**src/rtl/muldiv_sequencer_pkg.sv**
```systemverilog
`default_nettype none
// ============================================================================
// Module      : muldiv_sequencer_pkg
// Description : Shared encodings and constants for the RV32M multiply/divide
//               sequencer and its single-iteration datapath.
// Revision    : 1.0 - initial release
// ============================================================================
package muldiv_sequencer_pkg;

    // RV32M funct3 encodings
    localparam logic [2:0] MD_MUL    = 3'd0;
    localparam logic [2:0] MD_MULH   = 3'd1;
    localparam logic [2:0] MD_MULHSU = 3'd2;
    localparam logic [2:0] MD_MULHU  = 3'd3;
    localparam logic [2:0] MD_DIV    = 3'd4;
    localparam logic [2:0] MD_DIVU   = 3'd5;
    localparam logic [2:0] MD_REM    = 3'd6;
    localparam logic [2:0] MD_REMU   = 3'd7;

    // Sequencer state encoding
    localparam logic [1:0] ST_IDLE = 2'd0;
    localparam logic [1:0] ST_MUL  = 2'd1;
    localparam logic [1:0] ST_DIV  = 2'd2;
    localparam logic [1:0] ST_DONE = 2'd3;

    localparam logic [31:0] XLEN_MIN_SIGNED = 32'h8000_0000;
    localparam logic [31:0] ALL_ONES        = 32'hFFFF_FFFF;

    // REM/REMU select the remainder, DIV/DIVU the quotient
    function automatic logic is_rem(input logic [2:0] f);
        return f[2] & f[1];
    endfunction

endpackage
`default_nettype wire

```
**src/rtl/muldiv_sequencer_step.sv**
```systemverilog
`default_nettype none
// ============================================================================
// Module      : muldiv_step
// Description : One iteration of the shift-add multiplier or the restoring
//               divider. {hi,lo} is the product pair (multiply) or the
//               remainder/quotient pair (divide); opb is the multiplicand or
//               divisor.
// Revision    : 1.0 - initial release
// ============================================================================
module muldiv_step #(
    parameter int XLEN = 32
) (
    input  logic            mode_div,
    input  logic [XLEN-1:0] hi_in,
    input  logic [XLEN-1:0] lo_in,
    input  logic [XLEN-1:0] opb,
    output logic [XLEN-1:0] hi_out,
    output logic [XLEN-1:0] lo_out
);

    logic [XLEN:0] w_sum;
    logic [XLEN:0] w_trial;
    logic          w_ge;

    // Single iteration: add-then-shift-right, or shift-left-then-trial-subtract
    always_comb begin
        w_sum   = {1'b0, hi_in} + (lo_in[0] ? {1'b0, opb} : '0);
        w_trial = {hi_in, lo_in[XLEN-1]};
        w_ge    = (w_trial >= {1'b0, opb});
        if (mode_div) begin
            // The restored remainder is always below the divisor, so the
            // low XLEN bits of the difference hold it exactly.
            hi_out = w_ge ? (w_trial[XLEN-1:0] - opb) : w_trial[XLEN-1:0];
            lo_out = {lo_in[XLEN-2:0], w_ge};
        end else begin
            hi_out = w_sum[XLEN:1];
            lo_out = {w_sum[0], lo_in[XLEN-1:1]};
        end
    end

endmodule
`default_nettype wire

```
**src/rtl/muldiv_sequencer.sv**
```systemverilog
`default_nettype none
// ============================================================================
// Module      : muldiv_sequencer
// Description : Multi-cycle RV32M multiply/divide controller. Runs one bit
//               per cycle through muldiv_step, applies the result sign fix
//               and holds the result for the execute stage.
// Revision    : 1.0 - initial release
// ============================================================================
module muldiv_sequencer
    import muldiv_sequencer_pkg::*;
#(
    parameter int XLEN = 32
) (
    input  logic            clk,
    input  logic            rst_n,
    input  logic            start,
    input  logic [2:0]      funct,
    input  logic [XLEN-1:0] op1_data,
    input  logic [XLEN-1:0] op2_data,
    input  logic            flush,
    output logic            stall_flg,
    output logic            busy,
    output logic            result_valid,
    output logic [XLEN-1:0] result
);

    localparam int            CW       = $clog2(XLEN);
    localparam logic [CW-1:0] CNT_LAST = CW'(XLEN - 1);

    logic [1:0]      state_q,  state_d;
    logic [CW-1:0]   cnt_q,    cnt_d;
    logic [2:0]      funct_q,  funct_d;
    logic [XLEN-1:0] hi_q,     hi_d;
    logic [XLEN-1:0] lo_q,     lo_d;
    logic [XLEN-1:0] opb_q,    opb_d;
    logic            neg_q,    neg_d;
    logic [XLEN-1:0] result_q, result_d;

    logic              w_accept;
    logic              w_op1_signed, w_op2_signed;
    logic              w_s1, w_s2;
    logic [XLEN-1:0]   w_abs1, w_abs2;
    logic              w_neg_start;
    logic              w_div_zero, w_overflow;
    logic [XLEN-1:0]   w_hi_step, w_lo_step;
    logic [2*XLEN-1:0] w_prod_fix;
    logic [XLEN-1:0]   w_quo_fix, w_rem_fix, w_final;

    // Operand decode for the accepting cycle: absolute values and result sign
    always_comb begin
        w_accept     = (state_q == ST_IDLE) & start & ~flush;
        w_op1_signed = (funct == MD_MULH) | (funct == MD_MULHSU) |
                       (funct == MD_DIV)  | (funct == MD_REM);
        w_op2_signed = (funct == MD_MULH) | (funct == MD_DIV) | (funct == MD_REM);
        w_s1         = w_op1_signed & op1_data[XLEN-1];
        w_s2         = w_op2_signed & op2_data[XLEN-1];
        w_abs1       = w_s1 ? ('0 - op1_data) : op1_data;
        w_abs2       = w_s2 ? ('0 - op2_data) : op2_data;
        // Remainder takes the dividend sign; everything else is the XOR
        w_neg_start  = (funct == MD_REM) ? w_s1 : (w_s1 ^ w_s2);
        w_div_zero   = (op2_data == '0);
        w_overflow   = ((funct == MD_DIV) | (funct == MD_REM)) &
                       (op1_data == XLEN_MIN_SIGNED) & (op2_data == ALL_ONES);
    end

    muldiv_step #(
        .XLEN (XLEN)
    ) u_step (
        .mode_div (state_q == ST_DIV),
        .hi_in    (hi_q),
        .lo_in    (lo_q),
        .opb      (opb_q),
        .hi_out   (w_hi_step),
        .lo_out   (w_lo_step)
    );

    // Sign fix on the final iteration's output and word select by funct
    always_comb begin
        w_prod_fix = neg_q ? ('0 - {w_hi_step, w_lo_step}) : {w_hi_step, w_lo_step};
        w_quo_fix  = neg_q ? ('0 - w_lo_step) : w_lo_step;
        w_rem_fix  = neg_q ? ('0 - w_hi_step) : w_hi_step;
        case (funct_q)
            MD_MUL:                      w_final = w_prod_fix[XLEN-1:0];
            MD_MULH, MD_MULHSU, MD_MULHU: w_final = w_prod_fix[2*XLEN-1:XLEN];
            MD_DIV, MD_DIVU:             w_final = w_quo_fix;
            default:                     w_final = w_rem_fix;
        endcase
    end

    // State register
    always_ff @(posedge clk or negedge rst_n) begin
        if (!rst_n) begin
            state_q <= ST_IDLE;
        end else begin
            state_q <= state_d;
        end
    end

    // Next-state logic; flush wins over everything, including a new start
    always_comb begin
        state_d = state_q;
        if (flush) begin
            state_d = ST_IDLE;
        end else begin
            case (state_q)
                ST_IDLE: begin
                    if (start) begin
                        if (!funct[2])                     state_d = ST_MUL;
                        else if (w_div_zero || w_overflow) state_d = ST_DONE;
                        else                               state_d = ST_DIV;
                    end
                end
                ST_MUL, ST_DIV: begin
                    if (cnt_q == CNT_LAST) state_d = ST_DONE;
                end
                default: state_d = ST_IDLE;
            endcase
        end
    end

    // Outputs; a flush in DONE suppresses the pulse
    always_comb begin
        busy         = (state_q == ST_MUL) | (state_q == ST_DIV);
        result_valid = (state_q == ST_DONE) & ~flush;
        stall_flg    = w_accept | busy;
        result       = result_q;
    end

    // Datapath next values: operand capture, iteration, result write
    always_comb begin
        cnt_d    = cnt_q;
        funct_d  = funct_q;
        hi_d     = hi_q;
        lo_d     = lo_q;
        opb_d    = opb_q;
        neg_d    = neg_q;
        result_d = result_q;
        if (flush) begin
            cnt_d = '0;
        end else if (w_accept) begin
            funct_d = funct;
            neg_d   = w_neg_start;
            hi_d    = '0;
            cnt_d   = '0;
            // Multiply: lo = multiplier, opb = multiplicand.
            // Divide:   lo = dividend,   opb = divisor.
            lo_d    = funct[2] ? w_abs1 : w_abs2;
            opb_d   = funct[2] ? w_abs2 : w_abs1;
            if (funct[2] && w_div_zero) begin
                result_d = is_rem(funct) ? op1_data : ALL_ONES;
            end else if (w_overflow) begin
                result_d = is_rem(funct) ? '0 : XLEN_MIN_SIGNED;
            end
        end else if (busy) begin
            hi_d = w_hi_step;
            lo_d = w_lo_step;
            if (cnt_q == CNT_LAST) begin
                cnt_d    = '0;
                result_d = w_final;
            end else begin
                cnt_d = cnt_q + 1'b1;
            end
        end
    end

    // Datapath registers
    always_ff @(posedge clk or negedge rst_n) begin
        if (!rst_n) begin
            cnt_q    <= '0;
            funct_q  <= '0;
            hi_q     <= '0;
            lo_q     <= '0;
            opb_q    <= '0;
            neg_q    <= 1'b0;
            result_q <= '0;
        end else begin
            cnt_q    <= cnt_d;
            funct_q  <= funct_d;
            hi_q     <= hi_d;
            lo_q     <= lo_d;
            opb_q    <= opb_d;
            neg_q    <= neg_d;
            result_q <= result_d;
        end
    end

endmodule
`default_nettype wire
```
**config.mk**
```make
export PLATFORM = sky130hd
export DESIGN_NAME = muldiv_sequencer
export DESIGN_NICKNAME = d
export VERILOG_FILES = /design/src/rtl/muldiv_sequencer_pkg.sv /design/src/rtl/muldiv_sequencer_step.sv /design/src/rtl/muldiv_sequencer.sv
export SDC_FILE = /design/constraint.sdc
export NUM_CORES = 1
export LEC_CHECK = 0
export CAP_MARGIN = 10
export CORE_MARGIN = 5
export CORE_UTILIZATION = 61
export CTS_CLUSTER_DIAMETER = 40
export CTS_CLUSTER_SIZE = 14
export DETAILED_ROUTE_END_ITERATION = 10
export PLACE_DENSITY = 0.82
export SYNTH_ARGS = -nofsm -noshare
export SYNTH_HDL_FRONTEND = slang
export SYNTH_SLANG_ARGS = --single-unit
```
**constraint.sdc**
```tcl
create_clock -name clk -period 7.3 [get_ports clk]
set_clock_uncertainty 0.05 [all_clocks]
set_input_delay 1.46 -clock clk [delete_from_list [all_inputs] [get_ports clk]]
set_output_delay 1.46 -clock clk [all_outputs]
set_load 0.02 [all_outputs]
```
# Word-level counts from Yosys, hierarchy flattened
# Index checks and enable logic that the tools add are counted.
# op_classes
n_bitwise	18
n_eq_ne	18
reduce_logical	15
magnitude_cmp	1
add_sub_neg	8
n_mux	34
# op_table
operator	count
two-way mux 32 bit	21
subtractor 1 x 32 -> 32 bit (first input constant)	4
one-hot mux 32 bit (3 select lines)	1
== test 32 bit (second input constant)	2
two-way mux 64 bit	1
subtractor 1 x 64 -> 64 bit (first input constant)	1
adder 32 x 33 -> 33 bit	1
greater-or-equal comparator 33 x 32 -> 1 bit	1
zero test 32 bit	1
subtractor 32 bit	1
two-way mux 5 bit	4
== test 3 bit (second input constant)	4
== test 3 x 2 -> 1 bit (second input constant)	3
AND 1 bit	8
two-way mux 2 bit	4
bitwise OR 1 bit	8
== test 3 x 1 -> 1 bit (second input constant)	2
!= test 3 bit (second input constant)	2
AND reduction 2 bit	3
adder 5 x 1 -> 5 bit (second input constant)	1
== test 5 bit (second input constant)	1
== test 2 bit (second input constant)	2
one-hot mux 2 bit (2 select lines)	1
AND reduction 4 bit	1
13 further kinds	16
# totals
word_cells	102
register_bits	139
out_inout_bits	35
inputBits	71

# Depth between registers and ports, before layout
# logic_depth
ltp_word	10
mapped_depth	26
depth_no_buf	23

# Hierarchy
# From an unflattened synthesis, not the netlist that was laid out.
# unflattened
hier_cells	2122
hier_area_um2	15773.9
# modules_own_cells
module	instances	cells_each	area_each_um2	seq_area_each_um2
muldiv_sequencer	1	1417	10906.7	3478.3
muldiv_step	1	705	4867.2	0.0

# Least setup slack after synthesis
# Ideal clock, no wire load.
# synth_timing
kind	register to register
from	register state_q[0]
to	register result_q[14] (netlist: result[14])
path_stages_with_launch	24
path_buffers	9
setup_time_ns	0.125
arrival_time_ns	5.701
path_slack_ns	1.424
synth_period_minus_slack_ns	5.876
path_cell_list	dfrtp_1 -> inv_1 -> ha_1 -> buf_2 -> buf_2 -> buf_2 -> buf_2 -> buf_2 -> buf_2 -> buf_1 -> buf_1 -> mux2i_1 -> ha_1 -> nor2b_1 -> o21ai_0 -> or3_1 -> or3_1 -> or3_1 -> clkbuf_1 -> o41ai_1 -> xor2_1 -> a21oi_1 -> o21ai_0 -> mux2_2
# synth_between
elab_chain_cells	8
elab_cells_between_ends	22
classes_between	add/sub: 3; eq/ne: 3; mux: 9; bitwise: 3; reduce/logical: 4
# synth_lines
element	line	text
start: declaration	muldiv_sequencer.sv:30	logic [1:0] state_q, state_d;
start signal: assignment	muldiv_sequencer.sv:95	state_q <= state_d;
== test 2 bit	muldiv_sequencer.sv:69, muldiv_sequencer.sv:123	
two-way mux 32 bit	muldiv_sequencer_step.sv:30	if (mode_div) begin
subtractor 1 x 64 -> 64 bit, or another cell as far along	muldiv_sequencer.sv:79	w_prod_fix = neg_q ? ('0 - {w_hi_step, w_lo_step}) : {w_hi_step, w_lo_step};
two-way mux 64 bit, or another cell as far along	muldiv_sequencer.sv:79	
one-hot mux 32 bit (3 select lines)	muldiv_sequencer.sv:82	case (funct_q)
two-way mux 32 bit	muldiv_sequencer.sv:157	if (cnt_q == CNT_LAST) begin
two-way mux 32 bit	muldiv_sequencer.sv:154	end else if (busy) begin
two-way mux 32 bit	muldiv_sequencer.sv:140	end else if (w_accept) begin
end signal: assignment	muldiv_sequencer.sv:183	result_q <= result_d;
end: declaration	muldiv_sequencer.sv:37	logic [XLEN-1:0] result_q, result_d;
# Several ways; a longest one is shown, not always the timed one. The select of a mux whose other input is x is not followed.
# A chain may end at the register's enable or synchronous reset.

# Worst setup path in the final report
# layout_timing
from	register hi_q[15]
to	register result_q[0] (netlist: result[0])
# layout_between
elab_chain_cells	9
elab_cells_between_ends	14
classes_between	add/sub: 3; order compare: 1; mux: 10
# layout_lines
element	line	text
start: declaration	muldiv_sequencer.sv:33	logic [XLEN-1:0] hi_q, hi_d;
start signal: assignment	muldiv_sequencer.sv:179	hi_q <= hi_d;
greater-or-equal comparator 33 x 32 -> 1 bit (*)	muldiv_sequencer_step.sv:29	w_ge = (w_trial >= {1'b0, opb});
two-way mux 32 bit	muldiv_sequencer_step.sv:33	hi_out = w_ge ? (w_trial[XLEN-1:0] - opb) : w_trial[XLEN-1:0];
two-way mux 32 bit	muldiv_sequencer_step.sv:30	
subtractor 1 x 64 -> 64 bit or subtractor 1 x 32 -> 32 bit (tied branches)	muldiv_sequencer.sv:79, muldiv_sequencer.sv:81	
two-way mux 64 bit or two-way mux 32 bit (tied branches)	muldiv_sequencer.sv:79, muldiv_sequencer.sv:81	
one-hot mux 32 bit (3 select lines) (*)	muldiv_sequencer.sv:82	
two-way mux 32 bit (*)	muldiv_sequencer.sv:157	
two-way mux 32 bit (*)	muldiv_sequencer.sv:154	
two-way mux 32 bit (*)	muldiv_sequencer.sv:140	
# Every way passes the cells marked *; elsewhere a longest branch is shown, timed or not. The select of a mux whose other input is x is not followed.

==> flow_summary_export.csv <==
group,metric,value,unit
routing,wire_per_inst,23.2,um
logic_synthesis,ys_async_sr_fraction,100,%
clock_network,cts_tree,"done",
logic_synthesis,synth_top_area_share,22.7,%
timing,slew_headroom,22.3,%
timing,setup_violations,0,
placement,place_area,16500,um^2
layout,layout.nets,2250,
logic_synthesis,syn_area_per_cell,7.37,um^2
placement,gp_congestion,1.02,
logic_synthesis,postSynthCellCount,2075,
clock_network,post_cts_resized,0,
layout,postLayoutCellArea,17100,um^2
logic_synthesis,seq_area_frac_synth,22.7,%
clock_network,cts_made_buffers,17,
logic_synthesis,synth.distinct_cells,101,
critical_path,ff2ff_setup_slack,1000,ps
timing,fin_setup_tns,0,ps
logic_synthesis,ys_top_cells_by_count,"nand2_1, o21ai_0, a21oi_1, nor2_1, dfrtp_1",
die,die-area,28300,um^2
timing,fmax,159,MHz
die,ios,106,
critical_path,r2r_end,"result[0]",
power_and_ir_drop,power_density,522,nW/um^2
logic_synthesis,syn_nets,2223,
timing,worst_pin_slew,1170,ps
timing,setup_slack,1000,ps
clock_network,cts_hold_buffers,0,
critical_path,cp-start-kind,"flop",
clock_network,root_buffer,"clkbuf_16",
routing,drtIter0Drc,2075,
critical_path,path_max_fanout,8,
critical_path,required,7540,ps
die,rows,58,
power_and_ir_drop,power_leakage,0.00697,uW
clock_network,cts-htree-levels,4,
clock_network,clockBufferDepth,2,
timing,slew_viol_final,0,
critical_path,path_depth,21,
critical_path,critPathArrivalTime,6530,ps
logic_synthesis,synth.cell_area,15300,um^2
critical_path,reg2reg_depth,21,
critical_path,path_delay_family,"simple AND/OR/NAND/NOR gates",
clock_network,path_clk_slew,70,ps
layout,final-seq-area,3480,um^2
critical_path,critical_path.max_stage_delay,870,ps
placement,io_buffers,105,
logic_synthesis,yosysMostFrequentCell,"nand2_1",
placement,dp_slack,978,ps
routing,dr.pass1.iters,9,
global_routing,grt_pass1_vias,15650,
critical_path,r2r_start,"hi_q[15]",
routing,drc,0,
global_routing,grtUsageTotal,39.2,%
timing,hold_violations,0,
timing,final.min_clock_period,6300,ps
critical_path,critPathSlowestCell,"nor4_1",
die,start_util,61.3,%
routing,final_antenna_net_count,0,
layout,nFillCells,2123,
power_and_ir_drop,ir_worst_vdd,321,uV
critical_path,critical_path_class,"reg -> reg",
routing,vias,16523,
layout,drive_gt1_share,5.77,%
logic_synthesis,synth_top_cell_by_area,"dfrtp_1",
logic_synthesis,synthTopCellsByArea,"dfrtp_1, nand2_1, o21ai_0, ha_1, xnor2_1",
logic_synthesis,ys.flop_type,"dfrtp_1",
timing,rsz0062_at_grt,"false",
die,die_y,168,um
logic_synthesis,synth-seq-cells,139,
timing,min_period_over_period,86.3,%
die,core_area,25000,um^2
routing,wl,56.8,mm
job,max_cap_viol_count,0,
critical_path,path_cells,"ha_1 -> nand4_1 -> nor4_1 -> a41o_1 -> a21oi_1 -> o21a_1 -> a31oi_1 -> inv_1 -> ha_1 -> nor2b_1 -> o21ai_0 -> or3_1 -> or3_1 -> or3_1 -> nand2_1 -> nor3_1 -> a21oi_1 -> nor2b_1 -> a21oi_1 -> a31oi_1 -> o21ai_0",
placement,post-dp-hpwl,44.0,mm
clock_network,cts.sinks,139,
hold_path,holdPathStages,2,
critical_path,crit_path_start,"hi_q[15]",
layout,multiInputGateArea,11000,um^2
logic_synthesis,synth-warning-count,0,
clock_network,postCtsSetupRepairBufs,0,
global_routing,overflow,0,
layout,syn2layout_area_growth,11.8,%
routing,viasPerCell,6.76,
global_routing,grt_max_degree,93,
die,die_width,168,um
global_routing,antenna_found_initial,1,
critical_path,end_kind,"flop",
hold_path,min_path_type,"reg -> reg",
critical_path,endpoint,"result[0]",
run_status,status,"completed",
critical_path,path_buf_inv,1,
logic_synthesis,synth_edf_count,0,
clock_network,clock_latency,430,ps
global_routing,grt_pass1_wl,88.4,mm
## power breakdown
group | switching (uW) | internal [uW]
Clock | 378 | 577
Combinational | 4190 | 2340
Sequential | 361 | 1070
## cell families after synthesis
logic type	after synthesis	share of synthesized area, %
AOI/OAI and AO/OA	713	30.1
xor gates and xnor gates	167	9.56
adders and majority gates	77	6.40
buffers and inverters	197	5.19
DFF	139	22.7
muxes	48	3.21
and+or+nand+nor	734	22.8
## cell usage in the layout, fill, tap and decap left out, drive strengths merged, types with 45 or more instances in the layout
cell and n:
xor2 64, dfrtp 139, xnor2 103, ha 75, a21oi 177, nor3 61
nand2 292, nor2 159, and2 45, inv 72, clkdlybuf4s50 103, o21ai 223
## through the flow
step	total power, uW	hold slack, ps	std cells	util [%]
after floorplan	5900	413	2075	-
after global placement	7630	415	2413	66.0
after detailed placement	7700	422	2413	66.0
after CTS	8700	436	2445	68.5
after global routing	9450	471	2445	68.5
final	8920	434	2446	68.5
## sequential cells by signal (all words and copies together) (netlist names)
signal	count
neg_q	1
cnt_q	5
state_q	2
funct_q	3
opb_q	32
result	32
hi_q	32
lo_q	32
## layout make-up
class,instances,share of cell area (%)
clock buffers,19,2.53
inverters,71,1.56
diodes,1,0.0146
multi-input cells,1739,64.6
flip-flops and latches,139,20.4
clock inverters,13,1.12
repair buffers,134,7.41
well taps,330,2.41
## per-layer routing
metal	vias to the layer above	track usage [%]	share of wire, %
li1	7603	-	-
met1	7744	51.4	40
met2	992	61.5	44
met3	182	7.89	10
met4	2	19.8	5.8
met5	-	0	0.023
## worst register-to-register path: stages (launching register included)
cell and delay, ps:
dfrtp_1 460, ha_1 470, nand4_1 320, nor4_1 870
a41o_1 280, a21oi_1 60, o21a_1 210, a31oi_1 460
inv_1 180, ha_1 260, nor2b_1 140, o21ai_0 160
or3_1 250, or3_1 240, or3_1 390, nand2_1 240
nor3_1 240, a21oi_1 70, nor2b_1 130, a21oi_1 60
a31oi_1 470, o21ai_0 150
## worst min path at each step
stage                          from        end  slack [ps]
after floorplan           opb_q[11]  opb_q[11]         410
final                     result[3]  result[3]         430
after global routing      result[2]  result[2]         470
after CTS                 result[3]  result[3]         440
after global placement    result[1]  result[1]         410
after detailed placement  result[3]  result[3]         420
Note: power is estimated with default switching activity, not from simulation.
